### src/rtl/adc_spi_responder_if.sv
// SPI pin bundle for the ADCio link between the link master and the ADC responder.
interface adc_spi_responder_if;
    logic ADC_sclk;
    logic ADC_ss;
    logic ADC_Din;
    logic ADC_Dout;

    modport master (
        output ADC_sclk,
        output ADC_ss,
        output ADC_Din,
        input  ADC_Dout
    );

    modport slave (
        input  ADC_sclk,
        input  ADC_ss,
        input  ADC_Din,
        output ADC_Dout
    );
endinterface

### src/rtl/adc_spi_responder.sv
// Clock-oversampled SPI responder modelling an 8-channel ADC: decodes a 3-bit channel
// address per frame and returns the sample for the channel addressed in the previous frame.
module adc_spi_responder #(
    parameter int SYNC_STAGES = 2,
    parameter int FRAME_BITS  = 16,
    parameter int DATA_W      = 12
) (
    input  logic                  clkADC,
    input  logic                  rst,
    adc_spi_responder_if.slave    spi,
    input  logic [8*DATA_W-1:0]   ch_data,
    output logic [2:0]            cur_ch,
    output logic                  frame_done,
    output logic                  frame_err
);

    localparam int CNT_W = $clog2(FRAME_BITS + 1);

    typedef enum logic [1:0] {
        ST_IDLE   = 2'd0,
        ST_ACTIVE = 2'd1,
        ST_DONE   = 2'd2
    } state_t;

    // Zero-extended sample placed in the low bits of the outgoing frame word.
    function automatic logic [FRAME_BITS-1:0] frame_word(input logic [DATA_W-1:0] sample);
        logic [FRAME_BITS-1:0] w;
        w = {FRAME_BITS{1'b0}};
        w[DATA_W-1:0] = sample;
        return w;
    endfunction

    logic [SYNC_STAGES-1:0] sclk_sync_r;
    logic [SYNC_STAGES-1:0] ss_sync_r;
    logic [SYNC_STAGES-1:0] din_sync_r;
    logic                   sclk_prev_r;
    logic                   ss_prev_r;

    logic                   sclk_s;
    logic                   ss_s;
    logic                   din_s;
    logic                   sclk_rise_s;
    logic                   sclk_fall_s;
    logic                   ss_rise_s;
    logic                   ss_fall_s;

    state_t                 state_r;
    state_t                 state_nxt_s;
    logic [CNT_W-1:0]       rise_cnt_r;
    logic [CNT_W-1:0]       cnt_nxt_s;
    logic [CNT_W-1:0]       cnt_inc_s;
    logic [2:0]             addr_r;
    logic [2:0]             addr_nxt_s;
    logic [FRAME_BITS-1:0]  shift_r;
    logic [FRAME_BITS-1:0]  shift_nxt_s;
    logic                   done_evt_s;
    logic                   err_evt_s;
    logic                   done_evt_r;
    logic                   err_evt_r;
    logic [DATA_W-1:0]      sel_sample_s;

    logic                   dout_r;
    logic [2:0]             cur_ch_r;
    logic                   frame_done_r;
    logic                   frame_err_r;

    // Pin synchronisers plus one-cycle history for edge detection.
    // SS resets low so a frame only starts after SS has been seen high.
    always_ff @(posedge clkADC or posedge rst) begin
        if (rst) begin
            sclk_sync_r <= {SYNC_STAGES{1'b1}};
            ss_sync_r   <= {SYNC_STAGES{1'b0}};
            din_sync_r  <= {SYNC_STAGES{1'b0}};
            sclk_prev_r <= 1'b1;
            ss_prev_r   <= 1'b0;
        end else begin
            sclk_sync_r <= {sclk_sync_r[SYNC_STAGES-2:0], spi.ADC_sclk};
            ss_sync_r   <= {ss_sync_r[SYNC_STAGES-2:0], spi.ADC_ss};
            din_sync_r  <= {din_sync_r[SYNC_STAGES-2:0], spi.ADC_Din};
            sclk_prev_r <= sclk_sync_r[SYNC_STAGES-1];
            ss_prev_r   <= ss_sync_r[SYNC_STAGES-1];
        end
    end

    assign sclk_s       = sclk_sync_r[SYNC_STAGES-1];
    assign ss_s         = ss_sync_r[SYNC_STAGES-1];
    assign din_s        = din_sync_r[SYNC_STAGES-1];
    assign sclk_rise_s  = sclk_s & ~sclk_prev_r;
    assign sclk_fall_s  = ~sclk_s & sclk_prev_r;
    assign ss_rise_s    = ss_s & ~ss_prev_r;
    assign ss_fall_s    = ~ss_s & ss_prev_r;
    assign cnt_inc_s    = rise_cnt_r + CNT_W'(1);
    assign sel_sample_s = ch_data[32'(cur_ch_r) * DATA_W +: DATA_W];

    // Frame FSM next-state and datapath; SS edges take priority over SCLK edges.
    always_comb begin
        state_nxt_s = state_r;
        cnt_nxt_s   = rise_cnt_r;
        addr_nxt_s  = addr_r;
        shift_nxt_s = shift_r;
        done_evt_s  = 1'b0;
        err_evt_s   = 1'b0;
        case (state_r)
            ST_IDLE: begin
                if (ss_fall_s) begin
                    state_nxt_s = ST_ACTIVE;
                    cnt_nxt_s   = {CNT_W{1'b0}};
                    addr_nxt_s  = 3'd0;
                    shift_nxt_s = frame_word(sel_sample_s);
                end else begin
                    state_nxt_s = ST_IDLE;
                end
            end
            ST_ACTIVE: begin
                if (ss_rise_s) begin
                    state_nxt_s = ST_IDLE;
                    err_evt_s   = 1'b1;
                end else if (sclk_rise_s) begin
                    cnt_nxt_s = cnt_inc_s;
                    case (cnt_inc_s)
                        CNT_W'(3): addr_nxt_s[2] = din_s;
                        CNT_W'(4): addr_nxt_s[1] = din_s;
                        CNT_W'(5): addr_nxt_s[0] = din_s;
                        default:   addr_nxt_s    = addr_r;
                    endcase
                    if (cnt_inc_s == CNT_W'(FRAME_BITS)) begin
                        state_nxt_s = ST_DONE;
                        done_evt_s  = 1'b1;
                    end else begin
                        state_nxt_s = ST_ACTIVE;
                    end
                end else if (sclk_fall_s && (rise_cnt_r != {CNT_W{1'b0}})) begin
                    shift_nxt_s = {shift_r[FRAME_BITS-2:0], 1'b0};
                end else begin
                    state_nxt_s = ST_ACTIVE;
                end
            end
            ST_DONE: begin
                if (ss_rise_s) begin
                    state_nxt_s = ST_IDLE;
                end else begin
                    state_nxt_s = ST_DONE;
                end
            end
            default: begin
                state_nxt_s = ST_IDLE;
            end
        endcase
    end

    // FSM state and frame datapath registers.
    always_ff @(posedge clkADC or posedge rst) begin
        if (rst) begin
            state_r    <= ST_IDLE;
            rise_cnt_r <= {CNT_W{1'b0}};
            addr_r     <= 3'd0;
            shift_r    <= {FRAME_BITS{1'b0}};
            done_evt_r <= 1'b0;
            err_evt_r  <= 1'b0;
        end else begin
            state_r    <= state_nxt_s;
            rise_cnt_r <= cnt_nxt_s;
            addr_r     <= addr_nxt_s;
            shift_r    <= shift_nxt_s;
            done_evt_r <= done_evt_s;
            err_evt_r  <= err_evt_s;
        end
    end

    // Output registers; DOUT is forced low outside an active frame.
    always_ff @(posedge clkADC or posedge rst) begin
        if (rst) begin
            dout_r       <= 1'b0;
            cur_ch_r     <= 3'd0;
            frame_done_r <= 1'b0;
            frame_err_r  <= 1'b0;
        end else begin
            dout_r       <= (state_r == ST_ACTIVE) ? shift_r[FRAME_BITS-1] : 1'b0;
            cur_ch_r     <= done_evt_r ? addr_r : cur_ch_r;
            frame_done_r <= done_evt_r;
            frame_err_r  <= err_evt_r;
        end
    end

    assign spi.ADC_Dout = dout_r;
    assign cur_ch       = cur_ch_r;
    assign frame_done   = frame_done_r;
    assign frame_err    = frame_err_r;

endmodule

### src/flat_wrapper.sv
// flat-port wrapper written by rule: the top's interface ports become plain ports
module adc_spi_responder_flat 
#(
    parameter int SYNC_STAGES = 2,
    parameter int FRAME_BITS  = 16,
    parameter int DATA_W      = 12
)
  (clkADC, rst, ch_data, cur_ch, frame_done, frame_err, spi_ADC_sclk, spi_ADC_ss, spi_ADC_Din, spi_ADC_Dout);
  adc_spi_responder_if spi_i ();
  input  logic clkADC;
  input  logic rst;
  input  logic [8*DATA_W-1:0] ch_data;
  output logic [2:0] cur_ch;
  output logic frame_done;
  output logic frame_err;
  input wire logic [$bits(spi_i.ADC_sclk)-1:0] spi_ADC_sclk;
  input wire logic [$bits(spi_i.ADC_ss)-1:0] spi_ADC_ss;
  input wire logic [$bits(spi_i.ADC_Din)-1:0] spi_ADC_Din;
  output wire logic [$bits(spi_i.ADC_Dout)-1:0] spi_ADC_Dout;
  assign spi_i.ADC_sclk = spi_ADC_sclk;
  assign spi_i.ADC_ss = spi_ADC_ss;
  assign spi_i.ADC_Din = spi_ADC_Din;
  assign spi_ADC_Dout = spi_i.ADC_Dout;
  adc_spi_responder #(.SYNC_STAGES(SYNC_STAGES), .FRAME_BITS(FRAME_BITS), .DATA_W(DATA_W)) u_core (.clkADC(clkADC), .rst(rst), .spi(spi_i), .ch_data(ch_data), .cur_ch(cur_ch), .frame_done(frame_done), .frame_err(frame_err));
endmodule
### config.mk
export PLATFORM = sky130hd
export DESIGN_NAME = adc_spi_responder_flat
export DESIGN_NICKNAME = d
export VERILOG_FILES = /design/src/rtl/adc_spi_responder_if.sv /design/src/rtl/adc_spi_responder.sv /design/src/flat_wrapper.sv
export SDC_FILE = /design/constraint.sdc
export NUM_CORES = 1
export LEC_CHECK = 0
export BUFFER_PORTS_ARGS = -buffer_cell sky130_fd_sc_hd__buf_2
export CAP_MARGIN = 20
export CORE_MARGIN = 2
export CORE_UTILIZATION = 50
export CTS_CLUSTER_SIZE = 12
export DETAILED_ROUTE_END_ITERATION = 7
export PLACE_DENSITY = 0.81
export SETUP_SLACK_MARGIN = 0.1
export SLEW_MARGIN = 15
export SYNTH_ARGS = -nofsm -noshare
export SYNTH_HDL_FRONTEND = slang
export SYNTH_SLANG_ARGS = --single-unit
### constraint.sdc
create_clock -name clkADC -period 4.35 [get_ports clkADC]
set_input_delay 0.435 -clock clkADC [delete_from_list [all_inputs] [get_ports clkADC]]
set_output_delay 0.435 -clock clkADC [all_outputs]
set_load 0.01 [all_outputs]
==> impl_metrics.ini <==
[status]
outcome = finished, final reports clean

[sta]
tightest_slew_ns = 0.979
maxSlewHeadroom_pct = 34.8
grt_setup_unrepaired = no
tns_ns = 0
min_period_over_period_pct = 48.9
min_period_ns = 2.13
fmax_ghz = 0.470
fin_ws_ns = 2.22
hold_viol = 0
fin_skew_ns = 0.0113
holdWs_ns = 0.240
setup_viol = 0
maxSlewViolCount = 0

[cts]
clk_pin_slew_ns = 0.08
clock-sinks = 42
cts_resized = 0
cts_tree = done
cts_setup_buffers = 0
root_buffer = clkbuf_8
hold_buffers = 0
clk_latency_ns = 0.30
htreeDepth = 2
clock_path_buffers = 2
cts_buffers = 5

[critical_path]
r2r-end = u_core.shift_r[9]
critPathArrivalTime_ns = 2.30
rr_startpoint = u_core.rise_cnt_r[0]
rr_worst_depth = 7
required_ns = 4.52
worstPathMaxFanout = 11
reg2reg_slack_ns = 2.22
crit_path_start_kind = flip-flop
crit_path_end_kind = flip-flop
path_class = flip-flop to flip-flop

[place]
port_buffers = 106
dp_hpwl_um = 4660
place_congestion = 0.866
place_ws_ns = 2.26

[yosys]
synth_top_family_by_area = multiplexers
ys.flop_type = dfrtp_1
synth_adder_area_share_pct = 1.99
yosysMostFrequentCell = dfrtp_1
synth_top_cell_area_share_pct = 38.7
synth-seq-cells = 42
yosys.area_share.xor_xnor_pct = 0.695
seq_area_frac_synth_pct = 41.9
synthTopCellsByArea = dfrtp_1 39%, mux4_2 21%, mux2i_1 4.8%
syn_area_um2 = 2520
syn-num-nets = 307
yosys.area_share.simple_pct = 10.1
synthTopCellsByCount = 39 x dfrtp_1, 24 x mux4_2, 16 x a21oi_1, 12 x mux2i_1, 12 x o22ai_1
syn_inst = 202
synth_edf_count = 0
synthMuxAreaShare_pct = 27.6
ys_types = 45
avgSynthCellArea_um2 = 12.5
synth_compound_area_share_pct = 13.0
synthArstFlopShare_pct = 100
ys_warn_count = 0
yosysTopAreaCell = dfrtp_1

[global_route]
antenna_found_initial = 0
grt_max_degree = 43
grtUsageTotal_pct = 22.0
grt_pass1_vias = 1993
grt_pass1_wl_um = 9230
grt_overflow = 0

[route]
ant_nets = 0
wl_per_cell_um = 16.0
drc = 0
first_pass_iters = 4
routed_wl_um = 5900
via_per_inst = 5.69
vias = 2093
drtIter0Drc = 146

[worst_hold_path]
holdPathStages = 1
hold_path.class = input pin to flip-flop
whs_endpoint = u_core.din_sync_r[0]
worstHoldStart = spi_ADC_Din

[pwr]
ir_worst_vdd_uv = 181
power_density_nw_per_um2 = 289
p_leak_nw = 1.39
total_power_mw = 0.904

[cells_and_area]
finish.utilization_pct = 65.5
fillCellCount = 352
fin_nets = 405
area_growth_pct = 24.4
drive_gt1_share_pct = 50.2
insertedDiodeCount = 0

[floorplan]
core_area_um2 = 4790
die_w_um = 75.0
ios = 107
initial_core_util_pct = 52.6
die_y_um = 75.0
die_area_um2 = 5620
row_count = 25

[run]
max-cap-violations = 0
## sequential cells by signal, indices dropped and copies added, names as in the netlist
signal	cells
u_core.ss_prev_r	1
u_core.rise_cnt_r	5
u_core.state_r	2
u_core.din_sync_r	2
u_core.err_evt_r	1
u_core.sclk_prev_r	1
u_core.addr_r	3
u_core.sclk_sync_r	2
u_core.shift_r	16
u_core.spi.ADC_Dout	1
u_core.cur_ch	3
u_core.ss_sync_r	2
u_core.frame_err	1
u_core.frame_done	1
u_core.done_evt_r	1
## routing by layer
layer / vias to the layer above / wire length (um) / share of wire [%] / track usage (%)
met4: 0 / 114 / 1.9 / 6.55
li1: 984 / - / - / -
met1: 1002 / 2440 / 41 / 28.9
met5: - / 0 / 0 / 0
met2: 96 / 2930 / 50 / 36.5
met3: 11 / 409 / 6.9 / 5.49
## through the flow
stage	instance area, um2	instances
final	3130	368
after global placement	3050	360
after CTS	3130	368
after floorplan	2520	202
after detailed placement	3050	360
after global routing	3130	368
## cells in the final DEF, fill, tap and decap left out, drive strengths merged, types with 2 or more instances in the layout
master  Yosys  layout
o21ai       9       9
mux4       24      24
o22ai      12      12
nand2b      2       2
inv         5       5
a32o        3       3
mux2i      12      12
nand3       8       8
nand2       9       9
clkinv      0       2
a22o        4       4
buf        12     108
and3        2       2
nor3b       2       2
and2        2       2
dfrtp      39      39
mux2        3       3
nor2        5       5
dfstp       3       3
nor2b       2       2
o31ai       2       2
ha          4       4
a21o        2       2
clkbuf      5       6
nor4b       2       2
a21oi      16      16
## kinds of logic (layout without fill, tap and decap cells)
kind of cell,Yosys count,in the layout
AOI/OAI and AO/OA,52,52
xor gates and xnor gates,2,2
adders and majority gates,4,4
buffers and inverters,22,121
DFF,42,42
muxes,39,39
and+or+nand+nor,41,41
## critical path, stage by stage (launching register included)
cell,delay (ns)
dfrtp_1,0.47
inv_1,0.11
ha_1,0.24
nor4b_1,0.17
nor3b_2,0.27
nand3_1,0.34
o22ai_1,0.33
a21oi_1,0.08
## cell type report
type | instances | area (um2) | share of cell area [%]
flip-flops and latches | 42 | 1050 | 33.7
inverters | 5 | 18.8 | 0.599
clock buffers | 6 | 72.6 | 2.32
multi-input cells | 138 | 1350 | 42.9
well taps | 67 | 83.8 | 2.67
repair buffers | 108 | 546 | 17.4
clock inverters | 2 | 13.8 | 0.439
## report_power, final
| part | switching, mW | total [mW] | internal [mW] |
|---|---|---|---|
| registers | 0.0354 | 0.469 | 0.433 |
| logic | 0.0951 | 0.191 | 0.0955 |
| clock network | 0.132 | 0.245 | 0.113 |
## how the worst max path moves through the flow
stage,start,to,slack (ns),cells after the start
6_report,u_core.rise_cnt_r[0],u_core.shift_r[9],2.22,7
5_1_grt,u_core.rise_cnt_r[0],u_core.shift_r[3],2.01,7
4_1_cts,u_core.rise_cnt_r[0],u_core.shift_r[9],2.26,7
3_5_place_dp,u_core.rise_cnt_r[0],u_core.shift_r[9],2.26,7
3_3_place_gp,u_core.rise_cnt_r[0],u_core.shift_r[1],2.39,7
2_1_floorplan,u_core.rise_cnt_r[0],u_core.shift_r[10],2.63,8
Power figures use the tool's default switching activity.
